## config.mk

```make
export PLATFORM = sky130hd
export DESIGN_NAME = id_ex_pipe_reg
export DESIGN_NICKNAME = d
export VERILOG_FILES = /design/src/rtl/id_ex_pipe_reg.sv
export SDC_FILE = /design/constraint.sdc
export NUM_CORES = 1
export LEC_CHECK = 0
export BUFFER_PORTS_ARGS = -buffer_cell sky130_fd_sc_hd__buf_4
export CORE_AREA = 5 5 128 130
export DETAILED_ROUTE_END_ITERATION = 10
export DIE_AREA = 0 0 133 135
export PLACE_DENSITY = 0.87
export REMOVE_ABC_BUFFERS = 1
export SYNTH_ARGS = -nofsm -noshare
export SYNTH_HDL_FRONTEND = slang
export SYNTH_SLANG_ARGS = --single-unit
```

## constraint.sdc

```tcl
create_clock -name clk -period 3.35 [get_ports clk]
set_input_delay 0.335 -clock clk [delete_from_list [all_inputs] [get_ports clk]]
set_output_delay 0.335 -clock clk [all_outputs]
set_load 0.02 [all_outputs]
```

## src/rtl/id_ex_pipe_reg.sv

```systemverilog
// id_ex_pipe_reg: decode-to-execute pipeline register with stall, flush bubbles and a saturating bubble counter
module id_ex_pipe_reg #(
  parameter int DATA_WIDTH     = 32,
  parameter int REG_ADDR_WIDTH = 5
) (
  input  logic                      clk,
  input  logic                      rst,
  input  logic                      stall_i,
  input  logic                      flush_i,
  input  logic                      valid_i,
  input  logic [DATA_WIDTH-1:0]     pc_i,
  input  logic [DATA_WIDTH-1:0]     rs1_data_i,
  input  logic [DATA_WIDTH-1:0]     rs2_data_i,
  input  logic [DATA_WIDTH-1:0]     imm_i,
  input  logic [REG_ADDR_WIDTH-1:0] rs1_addr_i,
  input  logic [REG_ADDR_WIDTH-1:0] rs2_addr_i,
  input  logic [REG_ADDR_WIDTH-1:0] rd_addr_i,
  input  logic                      reg_write_i,
  input  logic                      mem_read_i,
  input  logic                      mem_write_i,
  input  logic                      branch_i,
  input  logic                      jump_i,
  input  logic                      alu_src_i,
  input  logic [3:0]                alu_op_i,
  input  logic [2:0]                funct3_i,
  input  logic [1:0]                wb_sel_i,
  output logic                      valid_o,
  output logic [DATA_WIDTH-1:0]     pc_o,
  output logic [DATA_WIDTH-1:0]     rs1_data_o,
  output logic [DATA_WIDTH-1:0]     rs2_data_o,
  output logic [DATA_WIDTH-1:0]     imm_o,
  output logic [REG_ADDR_WIDTH-1:0] rs1_addr_o,
  output logic [REG_ADDR_WIDTH-1:0] rs2_addr_o,
  output logic [REG_ADDR_WIDTH-1:0] rd_addr_o,
  output logic                      reg_write_o,
  output logic                      mem_read_o,
  output logic                      mem_write_o,
  output logic                      branch_o,
  output logic                      jump_o,
  output logic                      alu_src_o,
  output logic [3:0]                alu_op_o,
  output logic [2:0]                funct3_o,
  output logic [1:0]                wb_sel_o,
  output logic [15:0]               bubble_cnt_o
);
  // an invalid decode slot is loaded as a bubble so side effects never escape without valid_o
  always_ff @(posedge clk) begin
    if (rst || flush_i || (!stall_i && !valid_i)) begin
      valid_o     <= 1'b0;
      pc_o        <= '0;
      rs1_data_o  <= '0;
      rs2_data_o  <= '0;
      imm_o       <= '0;
      rs1_addr_o  <= '0;
      rs2_addr_o  <= '0;
      rd_addr_o   <= '0;
      reg_write_o <= 1'b0;
      mem_read_o  <= 1'b0;
      mem_write_o <= 1'b0;
      branch_o    <= 1'b0;
      jump_o      <= 1'b0;
      alu_src_o   <= 1'b0;
      alu_op_o    <= '0;
      funct3_o    <= '0;
      wb_sel_o    <= '0;
    end else if (!stall_i) begin
      valid_o     <= 1'b1;
      pc_o        <= pc_i;
      rs1_data_o  <= rs1_data_i;
      rs2_data_o  <= rs2_data_i;
      imm_o       <= imm_i;
      rs1_addr_o  <= rs1_addr_i;
      rs2_addr_o  <= rs2_addr_i;
      rd_addr_o   <= rd_addr_i;
      reg_write_o <= reg_write_i;
      mem_read_o  <= mem_read_i;
      mem_write_o <= mem_write_i;
      branch_o    <= branch_i;
      jump_o      <= jump_i;
      alu_src_o   <= alu_src_i;
      alu_op_o    <= alu_op_i;
      funct3_o    <= funct3_i;
      wb_sel_o    <= wb_sel_i;
    end
    if (rst) bubble_cnt_o <= '0;
    else if (flush_i && bubble_cnt_o != 16'hFFFF) bubble_cnt_o <= bubble_cnt_o + 16'd1;
  end
endmodule

```

# After elaboration in Yosys (flattened, before gate mapping)
# Cells that the tools add are included.
[totals]
regBits = 175
latchBits = 0
mem_bits_rw = 0
romBits = 0
in_bits = 163
out_inout_bits = 175
elab_cells = 26
memories = 0
[classes]
add_sub_neg = 1
n_mul = 0
div = 0
n_lt_le_gt_ge = 0
n_eq_ne = 1
n_shift = 0
mux = 0
bitwise = 0
n_reduce_logical = 6
[op_table]
columns = ["op", "n"]
rows = [
  ["$add 16x1->16 const B", 1],
  ["$ne 16x16->1 const B", 1],
  ["$logic_and 1x1->1", 2],
  ["$logic_not 1->1", 2],
  ["$logic_or 1x1->1", 2],
]

# Logic depth before layout (Yosys ltp)
# Gate-level depths: netlist of run 1.
[depth]
ltp_word = 3
ltp_mapped = 6
ltp_nobuf = 5

# Worst setup path before layout of run 1
# Ideal clock, no wire load.
[synth_timing]
kind = "register to register"
startpoint = "reg bubble_cnt_o[0]"
endpoint = "reg bubble_cnt_o[8]"
arrival_ns = 1.889
path_slack_ns = 1.375
path_stages_with_launch = 7
n_path_buf = 1
cell_sequence = "dfxtp_1 > ha_1 > nand4_1 > nor4_1 > buf_2 > nor3_1 > a211oi_1"
[synth_via]
elab_chain_cells = 2
[synth_rtl]
columns = ["element", "line_no", "source"]
rows = [
  ["start, declared", "44", "output logic [15:0] bubble_cnt_o"],
  ["start signal, assigned", "86", "else if (flush_i && bubble_cnt_o != 16'hFFFF) bubble_cnt_o <= bubble_cnt_o + 16'd1;"],
  ["parallel branches: the longest is 2 deep, another holds $add 16x1->16", "--", ""],
]
# Parallel ways; which one is timed is not known.
# A chain may end at the register's enable or synchronous reset.

# Final worst setup path of run 1
[layout_timing]
startpoint = "reg bubble_cnt_o[0]"
endpoint = "reg bubble_cnt_o[1]"
# The elaborated chain is that of the path after synthesis.

==> impl_metrics.py, run 1 <==
metrics = {
    "cells_and_area": {
        "register_area_um2": 3503,
        "area_growth_syn_to_layout_pct": 51.93,
        "final_cell_mix": "buf_4 (337), dfxtp_1 (175), nor2_1 (162)",
        "drive_above_1_share_pct": 39.96,
        "nFillCells": 1234,
        "antenna_cells_inserted": 0,
        "multi_input_area_um2": 2603,
        "fin_nets": 1088,
        "layout_commonest_cell": "buf_4",
    },
    "critical_path": {
        "critPathLaunchType": "flip-flop",
        "path_cells": "ha_1, nand4_1, o41ai_1, mux2i_1, nor2_1",
        "cp.arrival_ps": 2380,
        "crit_path_max_fanout": 7,
        "crit_path_top_delay_cell": "o41ai_1",
        "end_kind": "flip-flop",
        "critPathMaxStageDelay_ps": 750,
        "crit_required_ps": 3660,
        "path_class": "flip-flop to flip-flop",
    },
    "timing": {
        "slew_viol_final": 0,
        "rsz0062_at_grt": "false",
        "worst_pin_slew_ps": 697.9,
        "finClkSkew_ps": 9.004,
        "fmax_mhz": 483.4,
        "period_share_pct": 61.75,
        "slew_headroom_pct": 52.86,
        "finalSetupViolations": 0,
        "setup_ws_ps": 1281,
        "hold_violations": 0,
        "min_period_ps": 2069,
    },
    "synthesis": {
        "syn_area_um2": 6274,
        "synth-main-ff-cell": "dfxtp_1",
        "yosysSeqAreaShare_pct": 55.84,
        "yosysWarnings": 0,
        "synth_edf_count": 0,
        "ys_async_sr_fraction_pct": 0,
        "synthCells": 603,
        "syn_area_per_cell_um2": 10.40,
        "ys_ff_latch": 175,
        "synthDistinctLibCells": 28,
    },
    "pwr": {
        "vdd_drop_max_mv": 0.2935,
        "power.density_nw_per_um2": 483.5,
        "total_power_w": 0.004608,
        "p_leak_nw": 4.661,
    },
    "global_routing": {
        "first_global_vias": 5385,
        "grt-ovfl-total": 0,
        "grt_pass1_wl_mm": 27.42,
        "groute.usage.overall_pct": 18.89,
        "antenna_found_initial": 0,
        "grt_max_degree": 99,
    },
    "clocking": {
        "cts_tree": "built",
        "cts_resized": 0,
        "cts_buffers": 17,
        "clkTransAtPathRegs_ps": 70,
        "cts.htree.levels": 4,
        "postCtsHoldBufs": 0,
        "cts_max_path_buffers": 2,
        "post_cts_buffers": 0,
        "cts_root_buf": "clkbuf_16",
        "cts_sinks": 175,
        "clock_latency_ps": 420,
    },
    "place": {
        "io_buffers": 337,
        "place_congestion": 0.7946,
        "dp_hpwl_mm": 13.24,
        "post-place-ws_ps": 1308,
    },
    "die": {
        "io_pins": 338,
        "fp.coreArea_um2": 15030,
        "rows": 45,
        "fp.dieArea_um2": 17960,
        "die_h_um": 135,
        "chipWidth_um": 133,
        "start_util_pct": 41.73,
    },
    "routing": {
        "wl_mm": 17.74,
        "antenna_left": 0,
        "routed-via-count": 5524,
        "remaining_drc_errors": 0,
        "wl_per_cell_um": 15.79,
        "viasPerCell": 4.915,
        "initialDrtViolationCount": 225,
        "drtPass1Iterations": 5,
    },
    "worst_hold_path": {
        "min_path_type": "input pin to flip-flop",
    },
    "run": {
        "maxCapViolCount": 0,
    },
    "status": {
        "status": "complete, no violations",
    },
}
[state kept, by name, summed over array words and instances (netlist names), 4 cells and up]
name and cells:
imm_o 32, rd_addr_o 5, rs2_addr_o 5, rs1_data_o 32, alu_op_o 4, rs2_data_o 32
bubble_cnt_o 16, pc_o 32, rs1_addr_o 5
[path summary, 6_finish.rpt]
path | to | from | depth (start not counted) | slack (ps)
max | bubble_cnt_o[1]$_SDFFE_PP0P_ | bubble_cnt_o[0]$_SDFFE_PP0P_ | 5 | 1280
min | funct3_o[1]$_SDFFE_PP0N_ | funct3_i[1] | 3 | 150
max reg2reg | bubble_cnt_o[1]$_SDFFE_PP0P_ | bubble_cnt_o[0]$_SDFFE_PP0P_ | 5 | 1280
min reg2reg | valid_o$_SDFFE_PP0N_ | valid_o$_SDFFE_PP0N_ | 2 | 450
[worst max-delay path, delay by kind of cell, from the launching register on]
family | cells | cell delay, ps
flip-flops | 1 | 430
adder cells (fa/ha/maj) | 1 | 230
AO/OA/AOI/OAI | 1 | 750
multiplexers | 1 | 260
AND/OR/NAND/NOR | 2 | 300
[power breakdown]
| group | internal (W) | total (W) | switching (W) |
|---|---|---|---|
| Combinational | 0.000287 | 0.000537 | 0.000250 |
| Clock | 0.00109 | 0.00190 | 0.000810 |
| Sequential | 0.00214 | 0.00217 | 0.0000305 |
| Total | 0.00352 | 0.00461 | 0.00109 |
[routing by layer]
layer  wire length [µm]  share of wire (%)  global-route usage (%)  vias to the layer above
met5                  0                  0                       0                        -
met4                442                2.5                   7.564                        0
met3               1655                9.3                   7.042                       36
met2               8990                 51                   33.13                      232
met1               6655                 38                   20.70                     2564
li1                   -                  -                       -                     2692
[area by class of cell]
| class | instances | area share, % |
|---|---|---|
| repair buffers | 341 | 27.32 |
| clock buffers | 17 | 4.463 |
| inverters | 5 | 0.1969 |
| multi-input cells | 384 | 27.30 |
| flip-flops and latches | 175 | 36.76 |
| well taps | 188 | 2.468 |
| clock inverters | 14 | 1.496 |
[cells by family (layout without fill, tap and decap cells)]
kind of cell / Yosys count / count (layout) / synth area share, %
DFF: 175 / 175 / 55.84
AOI/OAI and AO/OA: 28 / 28 / 2.932
and+or+nand+nor: 194 / 194 / 12.68
buffers and inverters: 44 / 377 / 2.673
xor gates and xnor gates: 1 / 1 / 0.1396
muxes: 160 / 160 / 25.53
adders and majority gates: 1 / 1 / 0.1994
[cells in the mapped netlist (2+ instances only)]
library cell,number,area [µm²]
or3_1,5,31.28
nand4_1,5,31.28
nor2_1,162,608.1
a21oi_1,9,45.04
buf_2,2,10.01
clkbuf_1,34,127.6
o31ai_1,4,30.03
o21ai_0,5,25.02
dfxtp_1,175,3503
a211oi_1,2,15.01
or4_1,6,45.04
inv_1,5,18.77
buf_1,3,11.26
nand2_1,7,26.28
nand3_1,4,20.02
mux2i_1,160,1602
o41ai_1,3,26.28
o311ai_0,2,17.52
[through the flow]
step | TNS, ps | std cells | hold slack, ps | area [µm²] | utilization (%)
floorplan | -458460 | 564 | 404.1 | 6125 | -
CTS | 0 | 1124 | 129.0 | 9532 | 63.40
detailed placement | 0 | 1093 | 444.5 | 8964 | 59.63
global route | 0 | 1124 | 133.7 | 9532 | 63.40
global placement | 0 | 1093 | 438.5 | 8964 | 59.63
finish | 0 | 1124 | 145.6 | 9532 | 63.40
No activity file was read; power rests on OpenSTA's default activity.
==> run 2, diff against run 1 <==
ABC_AREA = 1   (was unset)
CORE_AREA = unset   (was 5 5 128 130)
CORE_MARGIN = 5   (was unset)
CORE_UTILIZATION = 41   (was unset)
DIE_AREA = unset   (was 0 0 133 135)
PLACE_DENSITY = 0.88   (was 0.87)
clock period = 1.9 ns   (was 3.35 ns; I/O delays follow)
==> run 2 against run 1 <==
Net effect:
- synthesized cell count is 40% higher
- synthesized area up 2.0%
- wire length is 16% higher
- via count increased by 21%
- utilization is essentially flat
- global-route usage grew 2.7 points
- clock-buffer cell count is 4 higher
- die area increased by 1.4%
- combinational power rose by 69%
- sequential power up 76%
- largest power group unchanged
==> impl_metrics.py, run 2 <==
metrics = {
    "critical_path": {
        "critPathLaunchType": "flip-flop",
        "path_cells": "ha_1, inv_1, nor2_4, nand4_4, a21oi_1, nor2_1",
        "crit_path_max_fanout": 22,
        "crit_path_top_delay_cell": "dfxtp_1",
        "critPathMaxStageDelay_ps": 400,
        "end_kind": "flip-flop",
        "crit_required_ps": 2210,
        "worstRegToRegCells": 6,
        "cp.arrival_ps": 1920,
        "path_class": "flip-flop to flip-flop",
    },
    "cells_and_area": {
        "area_growth_syn_to_layout_pct": 51.31,
        "nFillCells": 1290,
        "layout_commonest_cell": "nand2_1",
        "final_cell_mix": "nand2_1 (359), buf_4 (339), dfxtp_1 (175)",
        "fin_nets": 1316,
        "drive_above_1_share_pct": 33.05,
        "antenna_cells_inserted": 0,
    },
    "synthesis": {
        "synth-main-ff-cell": "dfxtp_1",
        "ys_async_sr_fraction_pct": 0,
        "synthCells": 842,
        "synthDistinctLibCells": 19,
        "syn_area_per_cell_um2": 7.596,
        "yosysSeqAreaShare_pct": 54.77,
        "netlist_top_cells_count": "nand2_1 (359), dfxtp_1 (175), a21oi_1 (172)",
        "synth_top_area_cell": "dfxtp_1",
        "synth_edf_count": 0,
        "ys_ff_latch": 175,
        "ys_top_cells_by_area": "dfxtp_1 (55%), nand2_1 (21%), a21oi_1 (13%)",
        "synth_top_area_share_pct": 54.77,
        "syn_area_um2": 6396,
        "yosysMostFrequentCell": "nand2_1",
        "yosysWarnings": 0,
    },
    "die": {
        "die_h_um": 134.9,
        "rows": 45,
        "io_pins": 338,
        "chipWidth_um": 134.9,
        "start_util_pct": 41.92,
        "fp.dieArea_um2": 18200,
        "fp.coreArea_um2": 15260,
    },
    "pwr": {
        "power.density_nw_per_um2": 869.3,
        "vdd_drop_max_mv": 0.5615,
        "p_leak_nw": 4.338,
    },
    "clocking": {
        "post_cts_buffers": 0,
        "clkTransAtPathRegs_ps": 70,
        "cts.htree.levels": 4,
        "cts_root_buf": "clkbuf_16",
        "postCtsHoldBufs": 1,
        "clock_latency_ps": 420,
        "cts_resized": 0,
        "cts_sinks": 175,
        "cts_tree": "built",
        "cts_max_path_buffers": 2,
        "cts_buffers": 17,
    },
    "routing": {
        "drtPass1Iterations": 5,
        "wl_per_cell_um": 14.95,
        "antenna_left": 0,
        "remaining_drc_errors": 0,
        "initialDrtViolationCount": 356,
        "viasPerCell": 4.856,
        "wl_mm": 20.57,
        "routed-via-count": 6682,
    },
    "timing": {
        "finClkSkew_ps": 10.77,
        "finalSetupViolations": 0,
        "setup_ws_ps": 287.7,
        "slew_viol_final": 0,
        "period_share_pct": 84.86,
        "worst_pin_slew_ps": 562.3,
        "min_period_ps": 1612,
        "fmax_mhz": 620.2,
        "hold_violations": 0,
        "slew_headroom_pct": 62.51,
        "rsz0062_at_grt": "false",
        "hold_slack_ps": 18.02,
    },
    "global_routing": {
        "antenna_found_initial": 0,
        "grt-ovfl-total": 0,
        "groute.usage.overall_pct": 21.57,
        "grt_max_degree": 103,
        "first_global_vias": 6452,
        "grt_pass1_wl_mm": 31.66,
    },
    "place": {
        "dp_hpwl_mm": 14.82,
        "place_congestion": 0.9117,
        "post-place-ws_ps": 359.1,
        "io_buffers": 337,
    },
    "status": {
        "status": "complete, no violations",
    },
    "worst_hold_path": {
        "hold_path_depth": 3,
        "min_path_type": "input pin to flip-flop",
    },
    "run": {
        "maxCapViolCount": 0,
    },
}
[run 2: cell types whose count changed in the layout (fill, tap and decap cells not counted), sizes merged, moves of 4 or more]
cell and change:
nand2 +352, a21oi +163, mux2i -160, nor2 -118, nand3 +12, inv +9, or4 -6, buf +5
o21ai -5, or3 -5, o31ai -4
[run 2: per-layer routing]
metal / global-route usage [%] / up-vias / share of wire, %
met5: 0 / - / 0
met4: 8.767 / 0 / 3.2
met3: 9.165 / 51 / 9.1
met2: 36.71 / 259 / 50
met1: 23.72 / 3067 / 38
li1: - / 3305 / -
[run 2: cells by family after synthesis]
logic type / share of synthesized area (%)
buffers and inverters: 5.497
DFF: 54.77
and+or+nand+nor: 25.88
AOI/OAI and AO/OA: 13.65
adders and majority gates: 0.1956
[run 2: final timing paths]
check | slack, ps | from | to
hold reg to reg | 460 | imm_o[12]$_SDFFE_PP0N_ | imm_o[12]$_SDFFE_PP0N_
setup / recovery | 290 | bubble_cnt_o[0]$_SDFFE_PP0P_ | bubble_cnt_o[3]$_SDFFE_PP0P_
hold / removal | 20 | rs1_data_i[13] | rs1_data_o[13]$_SDFFE_PP0N_
setup reg to reg | 290 | bubble_cnt_o[0]$_SDFFE_PP0P_ | bubble_cnt_o[3]$_SDFFE_PP0P_
[run 2: power by group]
| group | internal [W] | total (W) | switching, W |
|---|---|---|---|
| Clock | 0.00222 | 0.00369 | 0.00147 |
| Sequential | 0.00376 | 0.00381 | 0.0000519 |
| Combinational | 0.000432 | 0.000905 | 0.000473 |
[run 2: worst max-delay path, delay by kind of cell, from the launching register on]
kind	cells	cell delay, ps
AO/OA/AOI/OAI	1	240
adder cells (fa/ha/maj)	1	220
buffers and inverters	1	90
flip-flops	1	400
AND/OR/NAND/NOR	3	560
[run 2: metrics by stage]
step | cell area (µm²) | TNS (ps) | std cells | power (W) | util [%]
6_report | 9678 | 0 | 1376 | 0.008413 | 63.43
5_1_grt | 9678 | 0 | 1376 | 0.008738 | 63.43
4_1_cts | 9678 | 0 | 1376 | 0.008488 | 63.43
3_5_place_dp | 9037 | 0 | 1343 | 0.004799 | 59.23
3_3_place_gp | 9037 | 0 | 1343 | 0.004780 | 59.23
2_1_floorplan | 6097 | -260380 | 787 | 0.004261 | -
[run 2: layout make-up]
| class | count | area (µm²) | area share [%] |
|---|---|---|---|
| flip-flops and latches | 175 | 3503 | 36.20 |
| repair buffers | 346 | 2675 | 27.64 |
| multi-input cells | 598 | 2550 | 26.35 |
| clock buffers | 21 | 480.5 | 4.964 |
| well taps | 211 | 264.0 | 2.728 |
| clock inverters | 11 | 150.1 | 1.551 |
| inverters | 14 | 55.05 | 0.5688 |
